[src/rtl/perceptron_trainer_if.sv]
// Valid/ready channels between the trainer (master) and one perceptron (slave).
// Four channels: argument out, result back, error out, propagate back.
interface perceptron_trainer_if #(
  parameter int N = 2,
  parameter int W = 8
);
  logic                        train;
  logic                        argument_valid;
  logic                        argument_ready;
  logic [N-1:0][W-1:0]         argument_data;
  logic                        result_valid;
  logic                        result_ready;
  logic [W-1:0]                result_data;
  logic                        error_valid;
  logic                        error_ready;
  logic [2*W-1:0]              error_data;
  logic                        propagate_valid;
  logic                        propagate_ready;
  logic [N-1:0][2*W-1:0]       propagate_data;

  modport master (
    output train,
    output argument_valid, argument_data,
    input  argument_ready,
    input  result_valid, result_data,
    output result_ready,
    output error_valid, error_data,
    input  error_ready,
    input  propagate_valid, propagate_data,
    output propagate_ready
  );

  modport slave (
    input  train,
    input  argument_valid, argument_data,
    output argument_ready,
    output result_valid, result_data,
    input  result_ready,
    input  error_valid, error_data,
    output error_ready,
    output propagate_valid, propagate_data,
    input  propagate_ready
  );
endinterface

[src/rtl/perceptron_trainer.sv]
// Drives one perceptron through up to `epochs` training passes over S stored samples,
// then one evaluation pass; reports completed passes and the last pass's mistake count.
module perceptron_trainer #(
  parameter  int N  = 2,
  parameter  int W  = 8,
  parameter  int S  = 4,
  localparam int AW = (S > 1) ? $clog2(S) : 1,
  localparam int CW = $clog2(S + 1)
) (
  input  logic                clock,
  input  logic                reset,
  input  logic                load_valid,
  output logic                load_ready,
  input  logic [AW-1:0]       load_addr,
  input  logic [N-1:0][W-1:0] load_argument,
  input  logic [W-1:0]        load_target,
  input  logic                start,
  input  logic [7:0]          epochs,
  output logic                busy,
  output logic                done,
  output logic [7:0]          epoch,
  output logic [CW-1:0]       mistakes,
  perceptron_trainer_if.master pif
);

  typedef enum logic [2:0] {
    S_IDLE,
    S_ARG,
    S_RES,
    S_ERR,
    S_PRP,
    S_NEXT
  } state_t;

  state_t         state_reg, state_next;
  logic [AW-1:0]  idx_reg, idx_next;
  logic [7:0]     epoch_reg, epoch_next;
  logic [CW-1:0]  count_reg, count_next;
  logic [CW-1:0]  mistakes_reg, mistakes_next;
  logic           train_reg, train_next;
  logic [7:0]     limit_reg, limit_next;
  logic [2*W-1:0] err_reg, err_next;
  logic           done_reg, done_next;
  logic [W:0]     diff;

  logic           load_fire;
  logic [AW-1:0]  rd_addr;
  logic [W-1:0]   wr_lane [N+1];
  logic [W-1:0]   rd_lane [N+1];
  logic           propagate_unused;

  assign load_fire        = load_valid && load_ready;
  assign propagate_unused = ^pif.propagate_data;

  // Address tracks the index the FSM will hold next cycle, so the registered
  // read lands exactly as ARG begins.
  assign rd_addr = idx_next;

  // One RAM lane per argument element plus one for the target. A write that hits the
  // address being read is forwarded so a load issued with start is seen by the run.
  genvar gi;
  generate
    for (gi = 0; gi <= N; gi++) begin : g_lane
      logic [W-1:0] lane_mem [S];

      if (gi < N) begin : g_arg
        assign wr_lane[gi]           = load_argument[gi];
        assign pif.argument_data[gi] = rd_lane[gi];
      end else begin : g_tgt
        assign wr_lane[gi] = load_target;
      end

      always_ff @(posedge clock) begin
        if (load_fire) begin
          lane_mem[load_addr] <= wr_lane[gi];
        end
        if (load_fire && load_addr == rd_addr) begin
          rd_lane[gi] <= wr_lane[gi];
        end else begin
          rd_lane[gi] <= lane_mem[rd_addr];
        end
      end
    end
  endgenerate

  always_comb begin
    state_next    = state_reg;
    idx_next      = idx_reg;
    epoch_next    = epoch_reg;
    count_next    = count_reg;
    mistakes_next = mistakes_reg;
    train_next    = train_reg;
    limit_next    = limit_reg;
    err_next      = err_reg;
    done_next     = 1'b0;
    diff          = {1'b0, rd_lane[N]} - {1'b0, pif.result_data};

    case (state_reg)
      S_IDLE: begin
        if (start) begin
          limit_next = epochs;
          epoch_next = 8'd0;
          count_next = '0;
          idx_next   = '0;
          train_next = (epochs != 8'd0);
          state_next = S_ARG;
        end
      end
      S_ARG: begin
        if (pif.argument_ready) begin
          state_next = S_RES;
        end
      end
      S_RES: begin
        if (pif.result_valid) begin
          err_next = {{(W-1){diff[W]}}, diff};
          if (diff != '0) begin
            count_next = count_reg + CW'(1);
          end
          state_next = train_reg ? S_ERR : S_NEXT;
        end
      end
      S_ERR: begin
        if (pif.error_ready) begin
          state_next = S_PRP;
        end
      end
      S_PRP: begin
        if (pif.propagate_valid) begin
          state_next = S_NEXT;
        end
      end
      S_NEXT: begin
        if (idx_reg != AW'(S - 1)) begin
          idx_next   = idx_reg + AW'(1);
          state_next = S_ARG;
        end else begin
          mistakes_next = count_reg;
          count_next    = '0;
          idx_next      = '0;
          if (train_reg) begin
            epoch_next = epoch_reg + 8'd1;
            // Error-free pass or budget exhausted: the next pass is the evaluation.
            if (count_reg == '0 || epoch_reg + 8'd1 == limit_reg) begin
              train_next = 1'b0;
            end
            state_next = S_ARG;
          end else begin
            done_next  = 1'b1;
            state_next = S_IDLE;
          end
        end
      end
      default: state_next = S_IDLE;
    endcase
  end

  always_ff @(posedge clock) begin
    if (reset) begin
      state_reg    <= S_IDLE;
      idx_reg      <= '0;
      epoch_reg    <= 8'd0;
      count_reg    <= '0;
      mistakes_reg <= '0;
      train_reg    <= 1'b0;
      limit_reg    <= 8'd0;
      err_reg      <= '0;
      done_reg     <= 1'b0;
    end else begin
      state_reg    <= state_next;
      idx_reg      <= idx_next;
      epoch_reg    <= epoch_next;
      count_reg    <= count_next;
      mistakes_reg <= mistakes_next;
      train_reg    <= train_next;
      limit_reg    <= limit_next;
      err_reg      <= err_next;
      done_reg     <= done_next;
    end
  end

  assign busy                = (state_reg != S_IDLE);
  assign load_ready          = !busy;
  assign done                = done_reg;
  assign epoch               = epoch_reg;
  assign mistakes            = mistakes_reg;
  assign pif.train           = train_reg;
  assign pif.argument_valid  = (state_reg == S_ARG);
  assign pif.result_ready    = (state_reg == S_RES);
  assign pif.error_valid     = (state_reg == S_ERR);
  assign pif.error_data      = err_reg;
  assign pif.propagate_ready = (state_reg == S_PRP);

endmodule

[src/flat_wrapper.sv]
// flat-port wrapper written by rule: the top's interface ports become plain ports
module perceptron_trainer_flat 
#(
  parameter  int N  = 2,
  parameter  int W  = 8,
  parameter  int S  = 4,
  localparam int AW = (S > 1) ? $clog2(S) : 1,
  localparam int CW = $clog2(S + 1)
)
  (clock, reset, load_valid, load_ready, load_addr, load_argument, load_target, start, epochs, busy, done, epoch, mistakes, pif_train, pif_argument_valid, pif_argument_data, pif_argument_ready, pif_result_valid, pif_result_data, pif_result_ready, pif_error_valid, pif_error_data, pif_error_ready, pif_propagate_valid, pif_propagate_data, pif_propagate_ready);
  perceptron_trainer_if #(.N(N), .W(W)) pif_i ();
  input  logic clock;
  input  logic reset;
  input  logic load_valid;
  output logic load_ready;
  input  logic [AW-1:0] load_addr;
  input  logic [N-1:0][W-1:0] load_argument;
  input  logic [W-1:0] load_target;
  input  logic start;
  input  logic [7:0] epochs;
  output logic busy;
  output logic done;
  output logic [7:0] epoch;
  output logic [CW-1:0] mistakes;
  output wire logic [$bits(pif_i.train)-1:0] pif_train;
  output wire logic [$bits(pif_i.argument_valid)-1:0] pif_argument_valid;
  output wire logic [$bits(pif_i.argument_data)-1:0] pif_argument_data;
  input wire logic [$bits(pif_i.argument_ready)-1:0] pif_argument_ready;
  input wire logic [$bits(pif_i.result_valid)-1:0] pif_result_valid;
  input wire logic [$bits(pif_i.result_data)-1:0] pif_result_data;
  output wire logic [$bits(pif_i.result_ready)-1:0] pif_result_ready;
  output wire logic [$bits(pif_i.error_valid)-1:0] pif_error_valid;
  output wire logic [$bits(pif_i.error_data)-1:0] pif_error_data;
  input wire logic [$bits(pif_i.error_ready)-1:0] pif_error_ready;
  input wire logic [$bits(pif_i.propagate_valid)-1:0] pif_propagate_valid;
  input wire logic [$bits(pif_i.propagate_data)-1:0] pif_propagate_data;
  output wire logic [$bits(pif_i.propagate_ready)-1:0] pif_propagate_ready;
  assign pif_train = pif_i.train;
  assign pif_argument_valid = pif_i.argument_valid;
  assign pif_argument_data = pif_i.argument_data;
  assign pif_i.argument_ready = pif_argument_ready;
  assign pif_i.result_valid = pif_result_valid;
  assign pif_i.result_data = pif_result_data;
  assign pif_result_ready = pif_i.result_ready;
  assign pif_error_valid = pif_i.error_valid;
  assign pif_error_data = pif_i.error_data;
  assign pif_i.error_ready = pif_error_ready;
  assign pif_i.propagate_valid = pif_propagate_valid;
  assign pif_i.propagate_data = pif_propagate_data;
  assign pif_propagate_ready = pif_i.propagate_ready;
  perceptron_trainer #(.N(N), .W(W), .S(S)) u_core (.clock(clock), .reset(reset), .load_valid(load_valid), .load_ready(load_ready), .load_addr(load_addr), .load_argument(load_argument), .load_target(load_target), .start(start), .epochs(epochs), .busy(busy), .done(done), .epoch(epoch), .mistakes(mistakes), .pif(pif_i));
endmodule
[config.mk]
export PLATFORM = sky130hd
export DESIGN_NAME = perceptron_trainer_flat
export DESIGN_NICKNAME = d
export VERILOG_FILES = /design/src/rtl/perceptron_trainer_if.sv /design/src/rtl/perceptron_trainer.sv /design/src/flat_wrapper.sv
export SDC_FILE = /design/constraint.sdc
export NUM_CORES = 1
export LEC_CHECK = 0
export ABC_AREA = 1
export BUFFER_PORTS_ARGS = -buffer_cell sky130_fd_sc_hd__buf_2
export CORE_MARGIN = 1
export CORE_UTILIZATION = 40
export CTS_CLUSTER_DIAMETER = 40
export DETAILED_ROUTE_END_ITERATION = 16
export GPL_TIMING_DRIVEN = 0
export PLACE_DENSITY_LB_ADDON = 0.08
export SLEW_MARGIN = 15
export SYNTH_ARGS = -nofsm -noshare
export SYNTH_HDL_FRONTEND = slang
export SYNTH_SLANG_ARGS = --single-unit
[constraint.sdc]
create_clock -name clock -period 4.35 [get_ports clock]
set_input_delay 0.435 -clock clock [delete_from_list [all_inputs] [get_ports clock]]
set_output_delay 0.435 -clock clock [all_outputs]
set_load 0.005 [all_outputs]
Word-level counts from Yosys, hierarchy flattened

Memories as Yosys holds them, arrays and structs flattened.
Cells that the tools add are included.

Register bits: 38
Memory bits (writable): 120
Input bits: 82
Word-level logic and storage cells: 92
Memories: 4

Add/subtract/negate cells: 4
Eq/ne operators: 16
Multiplexer cells: 35
Bitwise gates (word level): 5
Reductions and logical operators: 19

Memories:

| memory                    | depth | bits a word | rd ports | clocked after Yosys merged registers in | wr ports | line                     | RTL |
|---|---|---|---|---|---|---|---|
| u_core.g_lane[0].lane_mem | 4     | 8           | 1        | 0                                       | 1        | perceptron_trainer.sv:64 | `logic [W-1:0] lane_mem [S];` |
| u_core.g_lane[1].lane_mem | 4     | 8           | 1        | 0                                       | 1        | perceptron_trainer.sv:64 |  |
| u_core.g_lane[2].lane_mem | 4     | 8           | 1        | 0                                       | 1        | perceptron_trainer.sv:64 |  |
| u_core.rd_lane            | 3     | 8           | 3        | 0                                       | 3        | perceptron_trainer.sv:49 | `logic [W-1:0] rd_lane [N+1];` |

Operator list:

| cell                                                                   | number |
|---|---|
| 8-bit two-way mux                                                      | 6 |
| 3-bit two-way mux                                                      | 11 |
| 3-bit one-hot mux with 6 select lines                                  | 1 |
| 8-bit one-hot mux with 2 select lines                                  | 1 |
| 1-bit two-way mux                                                      | 11 |
| 2-bit != test (second input constant)                                  | 5 |
| 5-bit AND reduction                                                    | 2 |
| 3-bit one-hot mux with 3 select lines                                  | 1 |
| 9-bit nonzero test                                                     | 1 |
| 8-bit by 8-bit subtractor with 9-bit output                            | 1 |
| 8-bit by 1-bit adder with 8-bit output (second input constant)         | 1 |
| 8-bit equality test                                                    | 1 |
| 2-bit by 1-bit != test with 1-bit output (second input constant)       | 4 |
| 8-bit nonzero test                                                     | 1 |
| 3-bit by 2-bit equality test with 1-bit output (second input constant) | 2 |
| 3-bit equality test (second input constant)                            | 2 |
| 3-bit zero test                                                        | 2 |
| 2-bit AND reduction                                                    | 3 |
| 3-bit nonzero test                                                     | 2 |
| 2-bit two-way mux                                                      | 2 |
| 2-bit one-hot mux with 2 select lines                                  | 1 |
| 4-bit AND reduction                                                    | 1 |
| 3-bit by 1-bit adder with 3-bit output (second input constant)         | 1 |
| 3-bit by 1-bit equality test with 1-bit output (second input constant) | 1 |
| other kinds (11)                                                       | 15 |

Depth between registers and ports, before layout

Word-level depth: 8
Depth in mapped cells: 15
Depth with buffers taken out: 15

Least setup slack after synthesis

No wires, ideal clock.

Path kind: register -> register
Start: reg u_core.state_reg[2]
End: mem u_core.g_lane[0].lane_mem[0][0] (enable)
Arrival: 2.493 ns
Data required time: 3.915 ns
Setup slack: 1.422 ns
Stages on the path, launching flop included: 6
Clock period less this slack: 2.928 ns
Path through: dfxtp_1 -> nor2_2 -> nand2_2 -> inv_1 -> nand2_1 -> nor3_1

Cells in the longest elaborated chain, start to end: 5

RTL lines:

| what                                    | line                      | RTL |
|---|---|---|
| from (decl)                             | perceptron_trainer.sv:35  | `state_t state_reg, state_next;` |
| from (signal assigned)                  | perceptron_trainer.sv:170 | `state_reg <= state_next;` |
| 3-bit nonzero test                      | perceptron_trainer.sv:182 | `assign busy = (state_reg != S_IDLE);` |
| net busy                                | flat_wrapper.sv:21        | `output logic busy;` |
| 1-bit zero test                         | perceptron_trainer.sv:183 | `assign load_ready = !busy;` |
| net load_ready                          | flat_wrapper.sv:15        | `output logic load_ready;` |
| 1-bit logical AND                       | perceptron_trainer.sv:52  | `assign load_fire = load_valid && load_ready;` |
| 1-bit two-way mux                       | perceptron_trainer.sv:74  | `if (load_fire) begin` |
| 1-bit two-way mux (not written as such) | perceptron_trainer.sv:75  | `lane_mem[load_addr] <= wr_lane[gi];` |
| to (decl)                               | perceptron_trainer.sv:64  |  |

The timed path passes the listed nets, and every way through them passes these cells.

Worst setup path after layout

Start: reg u_core.state_reg[0]
End: mem u_core.g_lane[2].lane_mem[2][7] (enable)

Cells in the longest elaborated chain, start to end: 5

RTL lines:

| what                                    | line |
|---|---|
| 3-bit nonzero test                      | perceptron_trainer.sv:182 |
| 1-bit zero test                         | perceptron_trainer.sv:183 |
| 1-bit logical AND                       | perceptron_trainer.sv:52 |
| 1-bit two-way mux                       | perceptron_trainer.sv:74 |
| 1-bit two-way mux (not written as such) | perceptron_trainer.sv:75 |
| to (decl)                               | perceptron_trainer.sv:64 |

Every way passes these cells.

==> run_results.csv <==
group,metric,value,unit
logic_synthesis,syn_avg_cell_area,9.496,µm²
logic_synthesis,synthAdderAreaFrac,2.462,%
setup_path,cp_max_fo,6,
setup_path,crit_type,"reg2reg",
place,place_ws,1.948,ns
clock_network,clk_pin_slew_worst_paths,0.07,ns
logic_synthesis,yosys_register_bits,158,
cells_and_area,nets,955,
floorplanning,die_area,17810,µm²
global_routing,antenna_found_initial,0,
logic_synthesis,synth_cell_types,39,
setup_path,cp-end-kind,"flip-flop",
logic_synthesis,synth_xor_area_share,0.6335,%
status,status,"finished clean",
logic_synthesis,synth_compound_area_share,10.82,%
sta,drv_slew,0,
logic_synthesis,synthMuxAreaShare,0,%
cells_and_area,final_util,50.39,%
cells_and_area,top_register,"u_core.g_lane.lane_mem",
cells_and_area,n_fill_cell,1600,
floorplanning,start_util,41.39,%
cells_and_area,drive_gt1_share,21.33,%
min_path,hold_end,"u_core.g_lane[2].lane_mem[0][5]$_DFFE_PP_",
power_and_ir_drop,ir_drop,0.3709,mV
setup_path,worstPathRequired,4.47,ns
clock_network,cts.repair_timing.setup_buffer_count,0,
floorplanning,die_y,133.5,µm
clock_network,cts_buffers,17,
clock_network,clockBufferDepth,2,
logic_synthesis,synth_commonest_cells,"174 x nand2_1, 96 x edfxtp_1, 84 x inv_1, 84 x nor2_1, 62 x dfxtp_1",
logic_synthesis,yosysTopAreaCellShare,41.70,%
power_and_ir_drop,leakage,0.003721,µW
clock_network,postCtsHoldBufs,0,
sta,finalSetupViolCount,0,
sta,finalHoldViolCount,0,
route,wirelength,16220,µm
setup_path,r2r-end,"u_core.g_lane[2].lane_mem[2][7]$_DFFE_PP_",
route,post_drt_wl_per_cell,14.85,µm
setup_path,worstSetupStartpointType,"flip-flop",
cells_and_area,num_antenna_cells,0,
logic_synthesis,synth-main-ff-cell,"edfxtp_1",
floorplanning,core,16700,µm²
sta,max_freq,432.1,MHz
setup_path,rrSetupSlack,2.04,ns
route,drtIter0Drc,246,
cells_and_area,area.growth.synth_to_final,21.74,%
sta,fin_ws,2.036,ns
clock_network,cts.repair.resized,0,
min_path,min-delay-start,"load_target[5]",
route,first_pass_iters,4,
place,gp_congestion,0.8157,
clock_network,insertion_delay,0.42,ns
clock_network,cts_sinks,158,
place,port_buffers,100,
route,routed_via_density,4.865,
route,ant_nets,0,
sta,tightest_slew,0.6976,ns
sta,min_period_over_period,53.20,%
logic_synthesis,synth-simple-area-share,18.77,%
logic_synthesis,seq_area_frac_synth,59.66,%
route,via_count,5313,
sta,rsz0062_at_grt,"no",
min_path,min_delay_path_depth,1,
sta,clock_skew,0.01427,ns
power_and_ir_drop,p_total,4675,µW
logic_synthesis,synth.area.top_cells,"edfxtp_1 42%, dfxtp_1 18%, nand2_1 9.4%",
logic_synthesis,ys_warn_count,0,
logic_synthesis,synth_fp_nets,823,
sta,slew-limit-headroom,53.32,%
clock_network,cts_root_buffer,"clkbuf_16",
logic_synthesis,yosysMostFrequentCell,"nand2_1",
global_routing,grt_pass1_vias,5404,
clock_network,cts_tree,"done",
floorplanning,die_w,133.5,µm
global_routing,grt_max_degree,17,
logic_synthesis,synth_top_cell_by_area,"edfxtp_1",
setup_path,reg2reg_from,"u_core.state_reg[0]$_SDFFE_PP0P_",
job,drv_cap,0,
min_path,hold_class,"in2reg",
logic_synthesis,synth_edf_count,96,
logic_synthesis,synthArstFlopShare,0,%
sta,period_minus_slack,2.314,ns
power_and_ir_drop,p_per_area,555.5,nW/µm²
global_routing,grt_pass1_wl,26810,µm
setup_path,ff2ff_path_depth,7,
logic_synthesis,synth_top_family_by_area,"simple AND/OR/NAND/NOR gates",
route,drc_errors,0,
logic_synthesis,synthCells,728,
logic_synthesis,synth_area,6913,µm²
sta,holdWs,0.2450,ns
setup_path,critPathLaunch,"u_core.state_reg[0]$_SDFFE_PP0P_",
global_routing,grt_overflow,0,
setup_path,arrival,2.44,ns
place,hpwlAfterDp,11550,µm
cells_and_area,largest_reg_flops,96,
floorplanning,pin_count,133,
clock_network,h-tree-depth,4,
floorplanning,rows,47,
global_routing,grt_util_all_layers,19.62,%
==> report_power, final <==
| part | internal, µW | leakage [µW] | switching (µW) |
|---|---|---|---|
| logic | 487 | 0.00206 | 831 |
| registers | 1820 | 0.00139 | 84.8 |
| clock network | 862 | 0.000276 | 589 |
| total | 3170 | 0.00372 | 1500 |
==> cell families (layout without fill, tap and decap cells) <==
logic type	Yosys count	after routing
compound gates	114	114
xor+xnor	5	5
buf+inv	122	266
fa+ha+maj	13	13
flops	158	158
simple gates	316	316
==> metal layers <==
layer | wire, µm | up-vias | track usage, %
li1 | - | 2696 | -
met1 | 7319 | 2478 | 23.77
met2 | 7941 | 131 | 34.20
met3 | 813 | 8 | 4.756
met4 | 141 | 0 | 6.313
met5 | 0 | - | 0
==> critical path, cell delays in order (launching register included) <==
cell and delay (ns):
dfxtp_1 0.36, nor2_2 0.15, nand2_2 0.13, inv_1 0.11
nand2_1 0.26, nor3_2 0.56, buf_4 0.27, buf_4 0.18
==> per-stage QoR <==
stage | instances | area (µm²) | setup TNS [ns]
after floorplan | 728 | 6913 | 0
after global placement | 1048 | 7689 | -11.27
after detailed placement | 1061 | 7833 | 0
after CTS | 1092 | 8416 | 0
after global routing | 1092 | 8416 | 0
final | 1092 | 8416 | 0
==> cell type report <==
cell class	count	area [µm²]	share of cell area (%)
sequential	158	4124	49.00
multi-input combinational	448	2280	27.09
timing repair buffer	113	624.3	7.419
clock buffer	19	442.9	5.263
inverter	90	337.8	4.014
tap	220	275.3	3.271
buffer	32	191.4	2.275
clock inverter	12	140.1	1.665
==> how the worst max path moves through the flow <==
stage	end	slack (ns)	depth (start not counted)
2_1_floorplan	u_core.g_lane[0].lane_mem[0][0]$_DFFE_PP_	1.42	5
3_3_place_gp	u_core.g_lane[1].lane_mem[3][3]$_DFFE_PP_	-0.17	5
3_5_place_dp	u_core.count_reg[1]$_SDFFE_PP0P_	1.95	15
4_1_cts	u_core.g_lane[2].lane_mem[2][7]$_DFFE_PP_	2.05	7
5_1_grt	u_core.rd_lane[1][7]$_DFF_P_	1.89	10
6_report	u_core.g_lane[2].lane_mem[2][7]$_DFFE_PP_	2.04	7
==> cells in the final DEF (no fill, tap or decap), drive strengths merged, types with 2 or more instances in the layout <==
cell type  instances
o21ai             22
nand3b             3
nor3               9
o211ai            26
bufinv             2
nand4              3
ha                12
nand3             33
o21bai             5
clkinvlp           3
nand2            176
inv               91
xor2               2
edfxtp            96
buf              136
a21oi             29
o31ai             24
clkbuf            28
nor4               3
dfxtp             62
nor2              89
xnor2              3
clkinv             6
(Power assumes the default switching activity.)
